### src/rtl/bcd_countdown_timer_pkg.sv
// Shared clock-module definitions: FSM state encoding and BCD digit constants.
package bcd_countdown_timer_pkg;

   typedef enum logic [1:0] {
      ST_IDLE   = 2'd0,
      ST_RUN    = 2'd1,
      ST_PAUSED = 2'd2,
      ST_DONE   = 2'd3
   } state_e;

   localparam logic [3:0] BCD_ZERO = 4'd0;
   localparam logic [3:0] BCD_NINE = 4'd9;

   function automatic logic [3:0] bcd_clamp(input logic [3:0] val, input logic [3:0] limit,
                                            input logic [3:0] repl);
      return (val > limit) ? repl : val;
   endfunction

endpackage

### src/rtl/bcd_digit_down.sv
// One decade down-counter: loads a value, or steps down on en and wraps to wrap_val from zero.
module bcd_digit_down
   import bcd_countdown_timer_pkg::*;
(
   input  logic       clk,
   input  logic       rst,
   input  logic       en,
   input  logic       load,
   input  logic [3:0] load_val,
   input  logic [3:0] wrap_val,
   output logic [3:0] q,
   output logic       borrow
);

   logic [3:0] q_q;
   logic [3:0] q_d;

   always_comb begin
      q_d = q_q;
      if (load) begin
         q_d = load_val;
      end else if (en) begin
         q_d = (q_q == BCD_ZERO) ? wrap_val : q_q - 4'd1;
      end
   end

   always_ff @(posedge clk) begin
      if (rst) begin
         q_q <= BCD_ZERO;
      end else begin
         q_q <= q_d;
      end
   end

   assign q      = q_q;
   assign borrow = en && (q_q == BCD_ZERO);

endmodule

### src/rtl/bcd_countdown_timer.sv
// Two-digit BCD countdown stage (mm or ss) with start/pause/load control and a one-cycle expiry pulse.
module bcd_countdown_timer
   import bcd_countdown_timer_pkg::*;
#(
   parameter logic [3:0] MAX_TENS = 4'd5,
   parameter logic [3:0] MAX_ONES = 4'd9
) (
   input  logic       clk,
   input  logic       rst,
   input  logic       tick,
   input  logic       load,
   input  logic [3:0] load_tens,
   input  logic [3:0] load_ones,
   input  logic       start,
   input  logic       pause,
   output logic [3:0] cnt_tens,
   output logic [3:0] cnt_ones,
   output logic       busy,
   output logic       done
);

   state_e     state_q;
   state_e     state_d;
   logic       done_q;
   logic       done_d;

   logic [3:0] tens_val;
   logic [3:0] ones_val;
   logic [3:0] tens_clamped;
   logic [3:0] ones_clamped;
   logic       load_en;
   logic       dec_en;
   logic       ones_borrow;
   logic       tens_borrow;
   logic       cnt_is_zero;
   logic       cnt_is_one;

   assign tens_clamped = bcd_clamp(load_tens, MAX_TENS, MAX_TENS);
   assign ones_clamped = bcd_clamp(load_ones, BCD_NINE, MAX_ONES);

   assign cnt_is_zero = (tens_val == BCD_ZERO) && (ones_val == BCD_ZERO);
   assign cnt_is_one  = (tens_val == BCD_ZERO) && (ones_val == 4'd1);

   // Pause in the same cycle as a tick suppresses the decrement; 00 is never stepped.
   assign load_en = load && (state_q != ST_RUN);
   assign dec_en  = (state_q == ST_RUN) && tick && !pause && !cnt_is_zero;

   bcd_digit_down u_ones (
      .clk      (clk),
      .rst      (rst),
      .en       (dec_en),
      .load     (load_en),
      .load_val (ones_clamped),
      .wrap_val (MAX_ONES),
      .q        (ones_val),
      .borrow   (ones_borrow)
   );

   // A tens borrow would be an underflow; it pins tens at zero instead of wrapping.
   bcd_digit_down u_tens (
      .clk      (clk),
      .rst      (rst),
      .en       (ones_borrow),
      .load     (load_en || tens_borrow),
      .load_val (tens_borrow ? BCD_ZERO : tens_clamped),
      .wrap_val (MAX_TENS),
      .q        (tens_val),
      .borrow   (tens_borrow)
   );

   always_comb begin
      state_d = state_q;
      done_d  = 1'b0;
      unique case (state_q)
         ST_IDLE: begin
            if (!load && start && !pause && !cnt_is_zero) begin
               state_d = ST_RUN;
            end
         end
         ST_RUN: begin
            if (pause) begin
               state_d = ST_PAUSED;
            end else if (tick && cnt_is_one) begin
               state_d = ST_DONE;
               done_d  = 1'b1;
            end
         end
         ST_PAUSED: begin
            if (load) begin
               state_d = ST_IDLE;
            end else if (start && !pause) begin
               state_d = ST_RUN;
            end
         end
         ST_DONE: begin
            if (load) begin
               state_d = ST_IDLE;
            end
         end
         default: state_d = ST_IDLE;
      endcase
   end

   always_ff @(posedge clk) begin
      if (rst) begin
         state_q <= ST_IDLE;
         done_q  <= 1'b0;
      end else begin
         state_q <= state_d;
         done_q  <= done_d;
      end
   end

   assign cnt_tens = tens_val;
   assign cnt_ones = ones_val;
   assign busy     = (state_q == ST_RUN);
   assign done     = done_q;

endmodule

### config.mk
export PLATFORM = sky130hd
export DESIGN_NAME = bcd_countdown_timer
export DESIGN_NICKNAME = d
export VERILOG_FILES = /design/src/rtl/bcd_countdown_timer_pkg.sv /design/src/rtl/bcd_digit_down.sv /design/src/rtl/bcd_countdown_timer.sv
export SDC_FILE = /design/constraint.sdc
export NUM_CORES = 1
export LEC_CHECK = 0
export ABC_AREA = 0
export CAP_MARGIN = 20
export CORE_AREA = 5 5 42 44
export CTS_CLUSTER_SIZE = 40
export DETAILED_ROUTE_END_ITERATION = 10
export DIE_AREA = 0 0 47 49
export DONT_BUFFER_PORTS = 1
export PLACE_DENSITY = 0.58
export SLEW_MARGIN = 20
export SYNTH_ARGS = -nofsm -noshare
export SYNTH_HDL_FRONTEND = slang
export SYNTH_SLANG_ARGS = --single-unit
### constraint.sdc
create_clock -name clk -period 2.2 [get_ports clk]
set_clock_uncertainty 0.05 [all_clocks]
set_input_delay 0.55 -clock clk [delete_from_list [all_inputs] [get_ports clk]]
set_output_delay 0.55 -clock clk [all_outputs]
set_load 0.02 [all_outputs]
* After elaboration in Yosys (flattened, before gate mapping)
Cells that the tools add are included. Widths: inputs -> output; s select.
Word-level totals: latch bits 0, input bits 14, memories 0, flip-flop bits (word level) 11, memory bits (writable) 0, output and inout bits 10, bits in read-only memories 0, logic and storage cells 59
Cells by class: multiplexer cells 17, order comparisons 2, divide/modulo/power cells 0, $mul 0, $add $sub $neg 2, reductions and logical operators 24, eq/ne operators 9, shift operators 0, bitwise logic cells 1
Operators by type and width (count):
- $mux 4 | 9
- $logic_and 1x1->1 | 13
- $mux 2 | 6
- $logic_not 4->1 | 2
- $pmux 2 s4 | 1
- $sub 4x1->4 const B | 2
- $eq 2x2->1 const B | 2
- $eq 4x1->1 const B | 1
- $gt 4x3->1 const B | 1
- $gt 4x4->1 const B | 1
- $ne 2x2->1 const B | 2
- $reduce_and 4->1 | 1
- $reduce_bool 2->1 | 2
- $logic_not 1->1 | 3
- $ne 3x2->1 const B | 1
- $ne 3x3->1 const B | 1
- $reduce_or 3->1 | 1
- $eq 2x1->1 const B | 1
- $logic_not 2->1 | 1
- $ne 2x1->1 const B | 1
- $logic_or 1x1->1 | 1
- $mux 1 | 1
- $not 1->1 | 1

* Depth between registers and ports, before layout
Gate-level depths: netlist of run 1.
depth in word-level cells 8, gate-level depth with buffers 5, depth with buffers taken out 4

* Modules after synthesis
Synthesis of run 1 repeated with hierarchy kept, for this count alone.
Unflattened totals: cell total of the unflattened synthesis 109, area total of the unflattened synthesis 848.3 sq um
By module, submodules not included:
- bcd_digit_down | instances 2, seq. area each 80.1 sq um, area an instance 275.3 sq um, cells an instance 34
- bcd_countdown_timer | instances 1, seq. area each 60.1 sq um, area an instance 297.8 sq um, cells an instance 41

* Least setup slack after synthesis of run 1
No wires, ideal clock.
kind reg-to-reg, start register u_ones.q_q[0] (netlist: u_ones.q[0]), end register u_tens.q_q[0] (netlist: u_tens.q[0]), required time 2071 ps, arrival 1719 ps, setup time 79 ps, stages on the path, launching flop included 6, path buffers 1, period minus slack after synthesis 1849 ps, setup slack 351 ps, path through dfxtp_1 -> buf_6 -> or4_4 -> or3_4 -> xor2_1 -> a211oi_2
On the way: longest elaborated chain between the ends 8, elaborated cells on any way between the ends 10, classes of those cells 2 x mux; 8 x reduce/logical
RTL lines:
- start, declared | RTL line bcd_digit_down.sv:15 | logic [3:0] q_q;
- start signal, assigned | RTL line bcd_digit_down.sv:31 | q_q <= q_d;
- $logic_not 4->1 * | RTL line bcd_digit_down.sv:36, bcd_countdown_timer.sv:41
- $logic_and 1x1->1 | RTL line bcd_countdown_timer.sv:41 | assign cnt_is_zero = (tens_val == BCD_ZERO) && (ones_val == BCD_ZERO);
- $logic_not 1->1 | RTL line bcd_countdown_timer.sv:46 | assign dec_en = (state_q == ST_RUN) && tick && !pause && !cnt_is_zero;
- $logic_and 1x1->1 | RTL line bcd_countdown_timer.sv:46
- $logic_and 1x1->1 * | RTL line bcd_digit_down.sv:36 | assign borrow = en && (q_q == BCD_ZERO);
- $logic_and 1x1->1 | RTL line bcd_digit_down.sv:36
- $mux 4 / $logic_or 1x1->1 (equally long branches) | RTL line bcd_countdown_timer.sv:65, bcd_countdown_timer.sv:64
- $mux 4 / $reduce_bool 2->1 (equally long branches)
- end signal, assigned | RTL line bcd_digit_down.sv:31
- end, declared | RTL line bcd_digit_down.sv:15
Mark *: on every way between the ends. The rest lies on a longest branch, timed or not. A chain may end at the register's enable or synchronous reset.

* Worst setup path in the final report of run 1
start register state_q[1], end register u_tens.q_q[0] (netlist: u_tens.q[0])
On the way: longest elaborated chain between the ends 8, elaborated cells on any way between the ends 12, classes of those cells 2 x eq/ne; 2 x mux; 8 x reduce/logical
RTL lines:
- start, declared | RTL line bcd_countdown_timer.sv:22 | state_e state_q;
- start signal, assigned | RTL line bcd_countdown_timer.sv:109 | state_q <= state_d;
- $eq 2x1->1 | RTL line bcd_countdown_timer.sv:46
- $logic_and 1x1->1 (3 in a row) | RTL line bcd_countdown_timer.sv:46
- $logic_and 1x1->1 (2 in a row) | RTL line bcd_digit_down.sv:36
- $mux 4 / $logic_or 1x1->1 (equally long branches) | RTL line bcd_countdown_timer.sv:65, bcd_countdown_timer.sv:64
- $mux 4 / $reduce_bool 2->1 (equally long branches)
Several ways; a longest one is shown, not always the timed one.

==> summary.md, run 1 <==
| Metric | Value |
|---|---|
| EDFF count, synth | `0` |
| Synth Cell Area | `629 um2` |
| Vias in the first global route | `537` |
| Synth Area in Adders | `0` |
| Avg Cell Area, Syn | `8.74 um2` |
| Top FF cell, synth | `dfxtp_1` |
| Worst R2R Setup Slack | `410 ps` |
| Most common cell after layout, fill and taps aside | `dfxtp_1` |
| CP top delay family | `simple AND/OR/NAND/NOR gates` |
| Critical path buffers and inverters | `0` |
| Final WS setup | `408 ps` |
| H-tree Lvls | `1` |
| Leak Pwr | `0.235 nW` |
| CTS Sinks | `11` |
| Crit path depth | `4` |
| Crit path from | `state_q[1]` |
| Endpoints failing setup | `0` |
| Max-Slew Margin vs Limit | `0.574` |
| FF+latch area | `220 um2` |
| Layout area overhead | `9.74%` |
| Register bit count reported by yosys | `11` |
| Pin count of the biggest net entering global routing | `12` |
| Distinct cells, synth | `32` |
| CTS Buffer Depth | `2` |
| Effective utilization at floorplan | `0.449` |
| Share of layout cells above drive strength 1 | `0.156` |
| Syn Nets | `86` |
| Hold Vio Cnt, Final | `0` |
| Total power | `451 uW` |
| Worst hold stages | `1` |
| Final GP Congestion | `0.743` |
| Number of DRC markers in iteration 0 | `8` |
| Post-synthesis xor/xnor area fraction | `0.0278` |
| Largest family of logic cells by synthesized area | `simple AND/OR/NAND/NOR gates` |
| Place WS | `221 ps` |
| Post-Syn Instances | `72` |
| Gr usage total | `0.152` |
| Compound-Gate Fraction of Synth Area | `0.270` |
| Drt total wl | `1590 um` |
| Via count | `590` |
| IO Count | `24` |
| Chip width | `47 um` |
| Kind of critical path | `reg -> reg` |
| Reg2Reg Depth | `4` |
| Hold Slack | `281 ps` |
| Yosys Warn Count | `0` |
| Max-Cap Viols | `0` |
| Pwr Density | `653 mW/mm2` |
| Critical Path Sink Type | `flip-flop` |
| Worst Hold Class | `in -> reg` |
| Core ar. | `0.00140 mm2` |
| Multiplexer area fraction after synthesis | `0` |
| Drt wl/cell | `17.1 um` |
| Number of I/O port buffers | `0` |
| Fmax | `558 MHz` |
| RSZ-0062 raised after global routing | `no` |
| RR Startpoint | `state_q[1]` |
| Max VDD drop | `333 uV` |
| Number of iterations in the first detailed-routing pass | `4` |
| Die Ht | `49 um` |
| CP max stage delay | `510 ps` |
| CP max-delay cell | `or3_4` |
| Nets | `92` |
| HPWL after DPL | `1180 um` |
| Resize count post-CTS | `0` |
| CTS Root Cell | `clkbuf_4` |
| DIE AREA | `0.00230 mm2` |
| CP startpoint kind | `flip-flop` |
| Total CTS buffers | `3` |
| Post-Synth Simple-Gate Area | `0.298` |
| RR Endpoint | `u_tens.q[0]` |
| First-pass GRT wire length | `2550 um` |
| Hold-fix buffers at CTS | `0` |
| Worst path required time | `2350 ps` |
| CTS clock-pin slew for the worst setup and hold paths | `80 ps` |
| Most frequent cells in the layout | `11 x dfxtp_1, 5 x buf_4` |
| Multi-input gate area | `375 um2` |
| Fin Setup TNS | `0 ps` |
| DRT antenna net count | `0` |
| Vias per cell | `6.34` |
| Post-CTS repair timing setup buffer count | `0` |
| Final critical-path share of the clock period | `0.814` |
| Remaining DRCs | `0` |
| Critical Path End | `u_tens.q[0]` |
| Cell Chain, Critical Path | `nand4bb_1, or3_4, xor2_1, a211oi_2` |
| Antenna cells | `0` |
| Fill cells | `146` |
| Initial antenna violation count | `0` |
| Seq/Total Area, Yosys | `0.350` |
| Status | `finished clean` |
| FP Rows | `14` |
| Worst EP arrival | `1940 ps` |
| CTS tree | `done` |
| Final Max Tran Viols | `0` |
| Final min period | `1790 ps` |
| Critical Path Fanout Max | `10` |
| Synth async-reset ratio | `0` |
| Worst-Margin Slew | `622 ps` |
| GRT overflow | `0` |
| Worst-Skew Late Latency | `270 ps` |
## area by class of cell
cell class | count | share of cell area
tap | 16 | 0.0290
sequential | 11 | 0.319
timing repair buffer | 5 | 0.0543
inverter | 3 | 0.0163
multi-input combinational | 54 | 0.543
clock buffer | 4 | 0.0380
## per-layer routing
| metal | GRT usage | routed length (um) | up-vias |
|---|---|---|---|
| met4 | 0.0691 | 13 | 0 |
| met2 | 0.204 | 751 | 11 |
| met5 | 0 | 0 | - |
| li1 | - | - | 291 |
| met1 | 0.216 | 734 | 286 |
| met3 | 0.0480 | 89 | 2 |
## state kept, by name (all words and copies together) (netlist names)
register / flops
done: 1
state_q: 2
u_ones.q: 4
u_tens.q: 4
## cell usage after synthesis, drive strengths merged (2+ instances only)
cell     count  area share
o21ai        2       0.016
a31oi        2       0.020
nand2        3       0.018
a211oi       5       0.068
dfxtp       11        0.35
a21oi        4       0.032
clkbuf       3       0.018
xor2         2       0.028
nor4b        2       0.028
a2111oi      2       0.028
nor2         4       0.024
inv          3       0.018
nor4         4       0.040
nand2b       2       0.020
or4          3       0.042
o31ai        3       0.036
a311oi       2       0.028
nor3         3       0.024
## stage by stage
stage                     utilization  area (um2)  std cells
after floorplan                     -         629         72
after global placement          0.474         664         89
after detailed placement        0.474         664         89
after CTS                       0.493         691         93
after global routing            0.493         691         93
final                           0.493         691         93
## worst min path at each step
stage,startpoint,endpoint,slack [ps]
2_1_floorplan,state_q[0],state_q[0],450
3_3_place_gp,state_q[0],state_q[0],470
3_5_place_dp,state_q[0],state_q[0],490
4_1_cts,rst,u_tens.q[0],270
5_1_grt,rst,u_tens.q[0],270
6_report,rst,u_tens.q[0],280
## report_power, final
group	total [mW]	switching [mW]	leakage (nW)	internal (mW)
clock network	0.141	0.0709	0.0150	0.0702
logic	0.0800	0.0445	0.130	0.0355
registers	0.230	0.0198	0.0903	0.210
total	0.451	0.135	0.235	0.316
## kinds of logic after synthesis
kind of cell           after synthesis
XOR/XNOR                             2
AND/OR/NAND/NOR                     29
AO/OA/AOI/OAI                       23
flip-flops                          11
buffers and inverters                7
Power figures use the tool's default switching activity.
==> run 2: changes to the inputs <==
Clock period 2.2 ns to 1.8 ns, I/O delays scaled along.
==> run 2 against run 1 <==
Against the previous run:
- power rose by 25%
- global-route usage shrank 0.95 points
- clock power is 23% higher
- maximum frequency increased by 4.6%
- clock-buffer cell count decreased by 1
- highest routed layer unchanged
- sequential share of layout area fell by 1.8 points
- first-iteration DRC count grew 13%
- routed wire length is 0.94% lower
- sequential power is 18% higher
==> summary.md, run 2 (same netlist as run 1, synthesis figures left out) <==
| Metric | Value |
|---|---|
| Place WS | `107 ps (-114 ps)` |
| DRT antenna net count | `0 (unchanged)` |
| Most frequent cells in the layout | `11 x buf_4, 9 x dfxtp_1, 4 x nor2_1, 4 x a211oi_1, 4 x a21oi_1` |
| Fin Setup TNS | `0 ps (unchanged)` |
| RSZ-0062 raised after global routing | `no` |
| Final min period | `1710 ps (-78.8 ps)` |
| Worst path required time | `1950 ps (-400 ps)` |
| Gr usage total | `0.143 (-0.00946)` |
| Nets | `98 (+6.5%)` |
| Drt total wl | `1570 um (-0.94%)` |
| Share of layout cells above drive strength 1 | `0.265 (+0.109)` |
| Drt wl/cell | `15.9 um (-6.9%)` |
| HPWL after DPL | `1220 um (+3.5%)` |
| Worst-Skew Late Latency | `270 ps (about the same)` |
| Design Area, Final | `748 um2 (+8.3%)` |
| Part of the power in registers | `0.480 (-0.029)` |
| Switch Pwr | `171 uW (+27%)` |
| Hold-fix buffers at CTS | `0 (unchanged)` |
| Via count | `622 (+5.4%)` |
| Core ar. | `0.00140 mm2 (unchanged)` |
| IO Count | `24 (unchanged)` |
| Hold Vio Cnt, Final | `0 (unchanged)` |
| Vias per cell | `6.28 (-0.97%)` |
| Total CTS buffers | `3 (unchanged)` |
| Critical Path Fanout Max | `3 (-7)` |
| Max-Slew Margin vs Limit | `0.631 (+0.0566)` |
| GRT overflow | `0 (unchanged)` |
| Vias in the first global route | `597 (+11%)` |
| Worst EP arrival | `1860 ps (-80 ps)` |
| Hold Slack | `178 ps (-103 ps)` |
| Final critical-path share of the clock period | `0.952 (+0.137)` |
| Final Max Tran Viols | `0 (unchanged)` |
| Final WS setup | `87.2 ps (-321 ps)` |
| Clock power share | `0.307 (-0.006)` |
| Most common cell after layout, fill and taps aside | `buf_4` |
| Int Pwr | `393 uW (+24%)` |
| Endpoints failing setup | `0 (unchanged)` |
| Pin count of the biggest net entering global routing | `12 (unchanged)` |
| Max-Cap Viols | `0 (unchanged)` |
| Max VDD drop | `444 uV (+33%)` |
| CTS Root Cell | `clkbuf_4` |
| Pwr Density | `754 mW/mm2 (+15%)` |
| Sw Share | `0.304 (+0.00414)` |
| CP startpoint kind | `flip-flop` |
| Number of I/O port buffers | `0 (unchanged)` |
| Comb power frac | `0.213 (+0.036)` |
| Post-CTS repair timing setup buffer count | `0 (unchanged)` |
| CTS clock-pin slew for the worst setup and hold paths | `80 ps (about the same)` |
| Layout area overhead | `18.9%` |
| Initial antenna violation count | `0 (unchanged)` |
| DIE AREA | `0.00230 mm2 (unchanged)` |
| Critical Path Sink Type | `flip-flop` |
| Final GP Congestion | `0.784 (+5.5%)` |
| Die Ht | `49 um (unchanged)` |
| Remaining DRCs | `0 (unchanged)` |
| CTS Buffer Depth | `2 (unchanged)` |
| Worst-Margin Slew | `539 ps (-82.8 ps)` |
| Leak Pwr | `0.271 nW (+15%)` |
| Number of iterations in the first detailed-routing pass | `4 (unchanged)` |
| Final core occ | `0.534 (+0.0411)` |
| Resize count post-CTS | `0 (unchanged)` |
| Chip width | `47 um (unchanged)` |
| Fmax | `584 MHz (+4.6%)` |
| First-pass GRT wire length | `2510 um (-1.4%)` |
| H-tree Lvls | `1 (unchanged)` |
| Kind of critical path | `reg -> reg` |
| Status | `finished clean` |
| CTS Sinks | `11 (unchanged)` |
| Placed cell areas | `714 um2 (+7.5%)` |
| FP Rows | `14 (unchanged)` |
| Number of DRC markers in iteration 0 | `9 (+1)` |
| Effective utilization at floorplan | `0.449 (unchanged)` |
| Fill cells | `142 (-2.7%)` |
| Antenna cells | `0 (unchanged)` |
| Worst Hold Class | `in -> reg` |
| CTS tree | `done` |
## run 2: changes by cell type in the layout (fill, tap and decap cells not counted), sizes merged
cell / change
clkbuf: -1
clkinv: +1
buf: +6
## run 2: worst paths after layout
path / endpoint / depth (start not counted) / start / slack [ps]
min: u_ones.q[3] / 1 / rst / 180
max reg2reg: u_tens.q[0] / 4 / u_ones.q[3] / 90
max: u_tens.q[0] / 4 / u_ones.q[3] / 90
min reg2reg: state_q[0] / 2 / state_q[0] / 490
## run 2: critical path: stages, from the launching register on
cell	delay (ps)
dfxtp_2	320
or4_4	540
or3_4	410
xor2_1	160
a211oi_2	160
## run 2: layout make-up
class | instances | area (um2) | area share
Multi-Input combinational cell | 54 | 382 | 0.510
Sequential cell | 11 | 225 | 0.301
Timing Repair Buffer | 11 | 82.6 | 0.110
Clock buffer | 3 | 22.5 | 0.0301
Tap cell | 16 | 20.0 | 0.0268
Inverter | 3 | 11.3 | 0.0151
Clock inverter | 1 | 5.00 | 0.00669
## run 2: per-stage QoR
step / std cells / power (mW)
2_1_floorplan: 72 / 0.359
3_3_place_gp: 95 / 0.394
3_5_place_dp: 95 / 0.394
4_1_cts: 99 / 0.565
5_1_grt: 99 / 0.596
6_report: 99 / 0.564
## run 2: power by group through the flow
stage	Sequential (mW)	Clock, mW	Combinational, mW
finish	0.271	0.173	0.120
global route	0.273	0.193	0.131
CTS	0.270	0.176	0.119
detailed placement	0.276	0	0.118
global placement	0.275	0	0.118
floorplan	0.292	0	0.0673
## run 2: metal layers
layer  share of wire  up-vias  GRT usage
met5               0        -          0
met4          0.0057        0     0.0415
met3           0.075        2     0.0443
met2            0.49       14      0.217
met1            0.43      298      0.189
li1                -      308          -
